`config.mk`:
```
export PLATFORM = sky130hd
export DESIGN_NAME = front_panel_controller
export DESIGN_NICKNAME = d
export VERILOG_FILES = /design/src/rtl/front_panel_pkg.sv /design/src/rtl/fp_edge_detect.sv /design/src/rtl/front_panel_controller.sv
export SDC_FILE = /design/constraint.sdc
export NUM_CORES = 1
export LEC_CHECK = 0
export ABC_AREA = 1
export CORE_UTILIZATION = 30
export DETAILED_ROUTE_END_ITERATION = 10
export PLACE_DENSITY = 0.56
export RECOVER_POWER = 50
export SYNTH_ARGS = -nofsm -noshare
export SYNTH_HDL_FRONTEND = slang
export SYNTH_HIERARCHICAL = 1
export SYNTH_SLANG_ARGS = --single-unit
export TNS_END_PERCENT = 100
```
`constraint.sdc`:
```
create_clock -name qzt_clk -period 2.46 [get_ports qzt_clk]
set_input_delay 0.369 -clock qzt_clk [delete_from_list [all_inputs] [get_ports qzt_clk]]
set_output_delay 0.369 -clock qzt_clk [all_outputs]
set_load 0.1 [all_outputs]
```
`src/rtl/front_panel_pkg.sv`:
```
// Shared state encoding, width defaults and button priority for the front-panel sequencer.
package front_panel_pkg;

  localparam int ADDR_W_DEF = 16;
  localparam int DATA_W_DEF = 8;

  typedef enum logic [1:0] {
    ST_IDLE      = 2'd0,
    ST_MEM_REQ   = 2'd1,
    ST_RUN       = 2'd2,
    ST_STEP_WAIT = 2'd3
  } state_t;

  typedef enum logic [2:0] {
    CMD_NONE,
    CMD_EXAMINE,
    CMD_EXAMINE_NEXT,
    CMD_DEPOSIT,
    CMD_DEPOSIT_NEXT,
    CMD_STEP,
    CMD_RUN
  } cmd_t;

  // Bit positions in the packed button vector; a higher index wins.
  localparam int BTN_EXAMINE      = 0;
  localparam int BTN_EXAMINE_NEXT = 1;
  localparam int BTN_DEPOSIT      = 2;
  localparam int BTN_DEPOSIT_NEXT = 3;
  localparam int BTN_STEP         = 4;
  localparam int BTN_RUN          = 5;
  localparam int BTN_COUNT        = 6;

  function automatic cmd_t pick_cmd(input logic [BTN_COUNT-1:0] btns);
    cmd_t cmd;
    cmd = CMD_NONE;
    if (btns[BTN_EXAMINE])      cmd = CMD_EXAMINE;
    if (btns[BTN_EXAMINE_NEXT]) cmd = CMD_EXAMINE_NEXT;
    if (btns[BTN_DEPOSIT])      cmd = CMD_DEPOSIT;
    if (btns[BTN_DEPOSIT_NEXT]) cmd = CMD_DEPOSIT_NEXT;
    if (btns[BTN_STEP])         cmd = CMD_STEP;
    if (btns[BTN_RUN])          cmd = CMD_RUN;
    return cmd;
  endfunction

endpackage

```
`src/rtl/fp_edge_detect.sv`:
```
// Rising-edge detector: remembers last cycle's level and flags a 0->1 transition.
module fp_edge_detect (
  input  logic clk,
  input  logic rst,
  input  logic sig,
  output logic rise
);

  logic sig_old;

  always_ff @(posedge clk or posedge rst) begin
    if (rst) sig_old <= 1'b0;
    else     sig_old <= sig;
  end

  assign rise = sig & ~sig_old;

endmodule

```
`src/rtl/front_panel_controller.sv`:
```
// Front-panel sequencer: examine/deposit over a req/ack memory port, or run/stop/step
// gating of the divided CPU clock. Owns the memory bus whenever the CPU is stopped.
module front_panel_controller
  import front_panel_pkg::*;
#(
  parameter int ADDR_W      = ADDR_W_DEF,
  parameter int DATA_W      = DATA_W_DEF,
  parameter int ACK_TIMEOUT = 255
) (
  input  logic              qzt_clk,
  input  logic              reset,
  input  logic              btn_examine,
  input  logic              btn_examine_next,
  input  logic              btn_deposit,
  input  logic              btn_deposit_next,
  input  logic              btn_run,
  input  logic              btn_stop,
  input  logic              btn_step,
  input  logic [ADDR_W-1:0] addr_sw,
  input  logic [DATA_W-1:0] data_sw,
  input  logic              cpu_clk_in,
  input  logic [DATA_W-1:0] mem_rdata,
  input  logic              mem_ack,
  output logic              mem_req,
  output logic              mem_we,
  output logic [ADDR_W-1:0] mem_addr,
  output logic [DATA_W-1:0] mem_wdata,
  output logic              cpu_clk_en,
  output logic              cpu_running,
  output logic              busy,
  output logic              err,
  output logic [DATA_W-1:0] data_led
);

  localparam logic [7:0] TIMEOUT_LAST = 8'(ACK_TIMEOUT - 1);

  state_t            state_reg;
  logic [ADDR_W-1:0] addr_reg;
  logic [ADDR_W-1:0] addr_next;
  logic [7:0]        wait_cnt_reg;
  logic              cpu_rise;
  cmd_t              cmd;
  logic              cmd_write;

  fp_edge_detect u_cpu_edge (
    .clk  (qzt_clk),
    .rst  (reset),
    .sig  (cpu_clk_in),
    .rise (cpu_rise)
  );

  assign cmd = pick_cmd({btn_run, btn_step, btn_deposit_next, btn_deposit,
                         btn_examine_next, btn_examine});
  assign cmd_write = (cmd == CMD_DEPOSIT) || (cmd == CMD_DEPOSIT_NEXT);
  assign addr_next = addr_reg + ADDR_W'(1);
  assign mem_addr  = addr_reg;
  assign busy      = (state_reg != ST_IDLE);

  always_ff @(posedge qzt_clk or posedge reset) begin
    if (reset) begin
      state_reg    <= ST_IDLE;
      addr_reg     <= '0;
      wait_cnt_reg <= '0;
      mem_req      <= 1'b0;
      mem_we       <= 1'b0;
      mem_wdata    <= '0;
      data_led     <= '0;
      cpu_clk_en   <= 1'b0;
      cpu_running  <= 1'b0;
      err          <= 1'b0;
    end else begin
      cpu_clk_en <= 1'b0;
      case (state_reg)
        ST_IDLE: begin
          case (cmd)
            CMD_RUN: begin
              state_reg   <= ST_RUN;
              cpu_running <= 1'b1;
            end
            CMD_STEP: state_reg <= ST_STEP_WAIT;
            CMD_EXAMINE, CMD_EXAMINE_NEXT, CMD_DEPOSIT, CMD_DEPOSIT_NEXT: begin
              state_reg    <= ST_MEM_REQ;
              mem_req      <= 1'b1;
              mem_we       <= cmd_write;
              err          <= 1'b0;
              wait_cnt_reg <= '0;
              if (cmd_write) mem_wdata <= data_sw;
              // Plain deposit writes at the current address; only examine reloads it.
              if (cmd == CMD_EXAMINE)
                addr_reg <= addr_sw;
              else if (cmd == CMD_EXAMINE_NEXT || cmd == CMD_DEPOSIT_NEXT)
                addr_reg <= addr_next;
            end
            default: ;
          endcase
        end
        ST_MEM_REQ: begin
          if (mem_ack) begin
            mem_req   <= 1'b0;
            data_led  <= mem_we ? mem_wdata : mem_rdata;
            state_reg <= ST_IDLE;
          end else if (wait_cnt_reg == TIMEOUT_LAST) begin
            mem_req   <= 1'b0;
            err       <= 1'b1;
            state_reg <= ST_IDLE;
          end else begin
            wait_cnt_reg <= wait_cnt_reg + 8'd1;
          end
        end
        ST_RUN: begin
          // A stop in the same cycle as a CPU clock edge swallows that tick.
          if (btn_stop) begin
            state_reg   <= ST_IDLE;
            cpu_running <= 1'b0;
          end else begin
            cpu_clk_en <= cpu_rise;
          end
        end
        ST_STEP_WAIT: begin
          if (cpu_rise) begin
            cpu_clk_en <= 1'b1;
            state_reg  <= ST_IDLE;
          end
        end
        default: state_reg <= ST_IDLE;
      endcase
    end
  end

endmodule

```
Word level (Yosys, flattened, before mapping)
Index checks and enable logic that the tools add are counted.

Output and inout port bits: 38. Register bits after elaboration: 48.

Equal/unequal tests: 19. Reductions and logical operators: 17. Bitwise gates (word level): 2. Add/subtract/negate cells: 2. Muxes and demuxes: 33.

Operator list (number): $mux W16 (2); $mux W8 (4); $add A16 B1 Y16 const B (1); $pmux W8 S2 (1); $mux W3 (5); $reduce_and A3 Y1 (4); $reduce_and A4 Y1 (3); $mux W1 (11); $ne A2 B2 Y1 const B (5); $eq A3 B3 Y1 const B (3); $add A8 B1 Y8 const B (1); $eq A8 B8 Y1 const B (1); $mux W2 (4); $pmux W1 S2 (4); $pmux W2 S4 (1); $reduce_bool A2 Y1 (4); $eq A3 B2 Y1 const B (2); $pmux W2 S3 (1); $eq A2 B2 Y1 const B (2); $ne A2 B1 Y1 const B (2); $ne A4 B1 Y1 const B (1); $reduce_and A2 Y1 (2); $reduce_or A4 Y1 (1); $eq A3 B1 Y1 const B (1); other kinds (6) (7).

Logic depth before layout (Yosys ltp)
Depth after elaboration: 10. Depth in mapped cells: 11. Gate-level depth less buffers: 11.

By module
The synthesis kept the hierarchy.

Modules (own cells, without submodules): front_panel_controller (area each 2850.2 sq um, instances 1, cells each 397); fp_edge_detect (area each 38.8 sq um, instances 1, cells each 4).

Least setup slack after synthesis
OpenSTA, ideal clock, no wires.

Path kind: flip-flop to flip-flop. Start: reg addr_reg[0], in the netlist mem_addr[0]. End: reg addr_reg[10], in the netlist mem_addr[10]. Arrival time: 2.103 ns. Stages on the path, launching flop included: 11. Setup time: 0.120 ns. Buffers on the path: 0. Period minus slack after synthesis: 2.223 ns. Setup slack: 0.237 ns. Required time: 2.340 ns. Cell sequence: dfrtp_1 -> ha_1 -> nand2_1 -> nor2_1 -> nand2_1 -> nor2_1 -> nand2_1 -> nand3_1 -> nand2_1 -> nand2_1 -> nand2_1.

Cells in the longest elaborated chain, start to end: 3.

Ends and longest elaborated chain: start: declaration (RTL line front_panel_controller.sv:38) `logic [ADDR_W-1:0] addr_reg;`; start signal: assignment (RTL line front_panel_controller.sv:90) `addr_reg <= addr_sw;`; start signal: assignment (RTL line front_panel_controller.sv:92) `addr_reg <= addr_next;`; $add A16 B1 Y16 (RTL line front_panel_controller.sv:55) `assign addr_next = addr_reg + ADDR_W'(1);`; $mux W16 (RTL line front_panel_controller.sv:91) `else if (cmd == CMD_EXAMINE_NEXT || cmd == CMD_DEPOSIT_NEXT)`; $mux W16 (RTL line front_panel_controller.sv:89) `if (cmd == CMD_EXAMINE)`.

Every way passes these cells. The select of a mux whose other input is x is not followed. A chain may end at the register's enable or synchronous reset.

Worst setup path after layout
Start: reg state_reg[0]. End: reg wait_cnt_reg[3].

Cells in the longest elaborated chain, start to end: 3.

Ends and longest elaborated chain: start: declaration (RTL line front_panel_controller.sv:37) `state_t state_reg;`; start signal: assignment (RTL line front_panel_controller.sv:61) `state_reg <= ST_IDLE;`; start signal: assignment (RTL line front_panel_controller.sv:77) `state_reg <= ST_RUN;`; start signal: assignment (RTL line front_panel_controller.sv:80) `CMD_STEP: state_reg <= ST_STEP_WAIT;`; $eq A2 B1 Y1 / $logic_not A2 Y1 (equally long branches) (RTL line front_panel_controller.sv:73) `case (state_reg)`; $ne A2 B2 Y1 (no source line), or another cell as far along; $reduce_and A4 Y1 (no source line); end signal: assignment (RTL line front_panel_controller.sv:107) `wait_cnt_reg <= wait_cnt_reg + 8'd1;`; end: declaration (RTL line front_panel_controller.sv:40) `logic [7:0] wait_cnt_reg;`.

Several ways; a longest one is shown, not always the timed one.

==> results.txt <==
The flow ran to the end, and the final reports show no timing, DRC or antenna violations. The number of nets in the synthesized netlist is 447. The switching share of total power was 62.48%; the total half-perimeter wirelength after legalization and detailed placement was 5546 µm. The tools report the static leakage as 0.001767 µW. The time the worst path needs with I/O delays and setup was 2053 ps.

A synthesized cell averages 7.205 µm². Worst setup path category: register to register. Sequential elements use 41.58% of the synthesized area. The tools report the termination of the worst setup path as wait_cnt_reg[3]$_DFFE_PP0P_. Buffers inserted to repair hold after CTS numbered 0. The run gives 410 ps as the flop-to-flop setup slack. sky130_fd_sc_hd__dfrtp_1 takes more of the synthesized area than any other cell.

0 antenna diodes ended up in the layout. The worst setup path is captured at a register. The power per unit of standard cell area came out at 1394 nW/µm². 81 I/O pins were placed. The run gives 0 as the sum of overflow across all layers after global routing. The pre-antenna-repair detailed-routing pass consisted of 4 iterations. The library cell appearing most often on the critical path was sky130_fd_sc_hd__nand2_1. The tools report the source of the worst register-to-register timing path as state_reg[0]$_DFFE_PP0P_. The flip-flop count of the largest register, all copies and words added came out at 16.

The sum of buffers and inverters on the critical path was 2; the effective utilization at floorplan was 31.12%. The run gives 7439 µm as the total wire length after detailed routing. By instance count, the leading cell after synthesis is sky130_fd_sc_hd__nand2_1. Predominant post-synthesis flop cell: sky130_fd_sc_hd__dfrtp_1.

The synthesized flop and latch total is 48, and the critical path data required time is 2700 ps. Input and output buffers added on the ports amount to 80. Number of distinct library cells after synthesis: 29. The area share of the largest cell type after synthesis is 41.58%.

The count of endpoints failing hold in the final timing report was 0; the count of flip-flops with a built-in enable after synthesis was 0. The count of endpoints failing setup in the final report was 0; the portion of the clock cycle consumed by the worst path in the final layout was 83.45%. The run gives 0 as the final max-slew violation count. On the worst path, the slowest cell contributes a delay of 410 ps. The worst register-to-register path ends at wait_cnt_reg[3]$_DFFE_PP0P_. Detailed-route via count: 2,807. Counting tap cells, the placed design contains a total of 603 instances. The vertical die dimension was 100.1 µm. In the final routed layout, each cell accounts on average for 12.18 µm. The width of the die was 100.1 µm. The insertion delay of the later-clocked pin in the worst-skew pair was 310 ps; the transition time at the pin with the least slew margin was 1201 ps.

The run gives 731.8 µV as the worst IR drop on VDD. Die outline area: 10,030 µm². The critical path goes through inv_1 -> nand2_1 -> inv_1 -> nand2_1 -> nand2_2 -> nand2_1 -> nand2_1. From synthesis to final layout, the design area changed by 30.75%. The floorplan step defined a core boundary enclosing 9284 µm².

Start point of the critical path: state_reg[0]$_DFFE_PP0P_. After synthesis, the cell types taking the most area are sky130_fd_sc_hd__dfrtp_1 42%, sky130_fd_sc_hd__nand2_1 18%, sky130_fd_sc_hd__nand3_1 7.3%, sky130_fd_sc_hd__nor2_1 6.5%, sky130_fd_sc_hd__o21ai_0 4.2%. The post-route clock skew was 10.05 ps.

Row generation in the floorplan step produced 35 rows. The highest achievable clock rate came out at 0.4871 GHz. The worst reg2reg path depth is 7, and the number of global-route vias before repair is 2,547. The detailed router finished its first iteration with 154 violations.

The min-delay analysis places its worst path in the category primary input to asynchronous set/reset pin. The logs give 2300 ps for the data arrival at the endpoint of the critical path and 2 for the buffer levels on the longest clock path. The internal portion of the total power is 1976 µW. After clock tree synthesis, the repair step resized 0 gates. Number of fill cells in the layout: 999. In this run the remaining antenna-violating nets after routing total 0. Post-route setup TNS: 0 ps.

The kind of cell adding the most delay to the critical path is simple AND/OR/NAND/NOR gates. Clock tree synthesis inserted a total of 5 buffers. TritonCTS built the clock tree.

During synthesis, Yosys emitted a total of 6 warnings. The post-detailed-route DRC marker count was 0. The nature of the critical path startpoint was a register.

The mapped netlist covers 2889 µm². Critical-path maximum fanout: 12. Entering global routing, the biggest net connects 30 pins. The clock drives 48 sinks. In this run, the combinational gates consume 62.0% of the power. For the first-pass GRT wire length, the log shows 12,450 µm. Once layout is complete, the cells apart from fillers number 611. The critical path's slowest cell was sky130_fd_sc_hd__dfrtp_1. The combined global-route utilization of all metal layers was 15.58%; the number of maximum-capacitance violations was 0.

The worst slew slack as a fraction of its limit came out at 20.27%. The critical path crosses 7 cells after its start point. The post-route netlist has 12.24% of its cells at a drive strength greater than 1. The clock slew at the register clock pins of the worst setup and hold paths works out to 100 ps. The fraction of registers with async set/reset works out to 100.0%. Setup repair after global routing left no endpoint under its margin. Synthesis produced 401 cells.

The net count of the finished layout is 527. The total setup buffers inserted after CTS is 0, and the deepest level of the CTS H-tree is 2. The number of antenna violations at the first check in global routing was 0. The tools report the buffer type at the clock tree root as sky130_fd_sc_hd__clkbuf_8. Sequential cells account for 26.5% of the total power. The portion of total power attributed to the clock network was 11.5%; the placer's final routability congestion estimate was 0.8552. In this run the power spent charging and discharging nets is 3290 µW.

Sorting the synthesized cells by how often they occur yields 138 x sky130_fd_sc_hd__nand2_1, 50 x sky130_fd_sc_hd__nor2_1, 48 x sky130_fd_sc_hd__dfrtp_1. After detailed routing, the number of vias per cell comes to 4.594.
[routing by layer]
layer	GRT usage, %	up-vias	share of wire (%)
li1	-	1456	-
met1	23.20	1283	51
met2	23.45	64	44
met3	2.855	4	5.0
met4	3.344	0	0.78
met5	0	-	0
[cells by family after synthesis]
family          synth area share, %
xor+xnor                      3.638
buf+inv                       6.366
compound gates                7.883
flops                         41.58
fa+ha+maj                     1.299
simple gates                  39.24
[layout make-up]
class / instances / area, µm² / area share (%)
tap: 129 / 161.4 / 4.273
inverter: 31 / 116.4 / 3.081
timing repair buffer: 85 / 680.7 / 18.02
clock inverter: 3 / 47.55 / 1.259
sequential: 48 / 1201 / 31.80
clock buffer: 5 / 68.82 / 1.822
multi-input combinational: 310 / 1501 / 39.75
[cell usage in the layout (no fill, tap or decap), drive strengths merged, types with 6 or more instances in the layout]
cell and instances:
buf 26, clkbuf 22, clkdlybuf4s50 40, dfrtp 48
inv 31, nand2 144, nand3 44, nand4 7
nor2 55, o21ai 26, o41ai 8, or2 6
xor2 8
[power by group through the flow]
stage | sequential (µW) | combinational, µW | clock [µW]
floorplan | 3170 | 854 | 0
global placement | 1410 | 3370 | 0
detailed placement | 1410 | 3390 | 0
CTS | 1400 | 3390 | 618
global route | 1440 | 3450 | 655
finish | 1390 | 3270 | 606
[how the worst min path moves through the flow]
stage	from	end	slack [ps]	depth (start not counted)
3_3_place_gp	u_cpu_edge/sig_old$_DFF_PP0_	cpu_clk_en$_DFF_PP0_	490	3
6_report	reset	u_cpu_edge/sig_old$_DFF_PP0_	330	2
4_1_cts	reset	u_cpu_edge/sig_old$_DFF_PP0_	220	2
2_1_floorplan	reset	u_cpu_edge/sig_old$_DFF_PP0_	100	1
5_1_grt	reset	u_cpu_edge/sig_old$_DFF_PP0_	320	2
3_5_place_dp	cpu_running$_DFFE_PP0P_	cpu_running$_DFFE_PP0P_	490	2
[worst register-to-register path: cells and delay by family (launching register included)]
family	cells	cell delay, ps
buffers and inverters	2	560
DFF	1	410
and+or+nand+nor	5	1020
[per-stage QoR]
step / power (µW) / utilization (%) / instance area, µm² / setup WS (ps) / hold WS (ps)
after global placement: 4777 / 40.27 / 3739 / 341.7 / 491.1
after CTS: 5403 / 41.52 / 3855 / 491.6 / 215.0
after detailed placement: 4794 / 40.27 / 3739 / 281.0 / 485.2
after floorplan: 4022 / - / 2889 / 237.3 / 97.71
final: 5266 / 40.69 / 3777 / 407.0 / 332.3
after global routing: 5553 / 40.69 / 3777 / 178.8 / 316.5
Note: power is estimated with default switching activity, not from simulation.
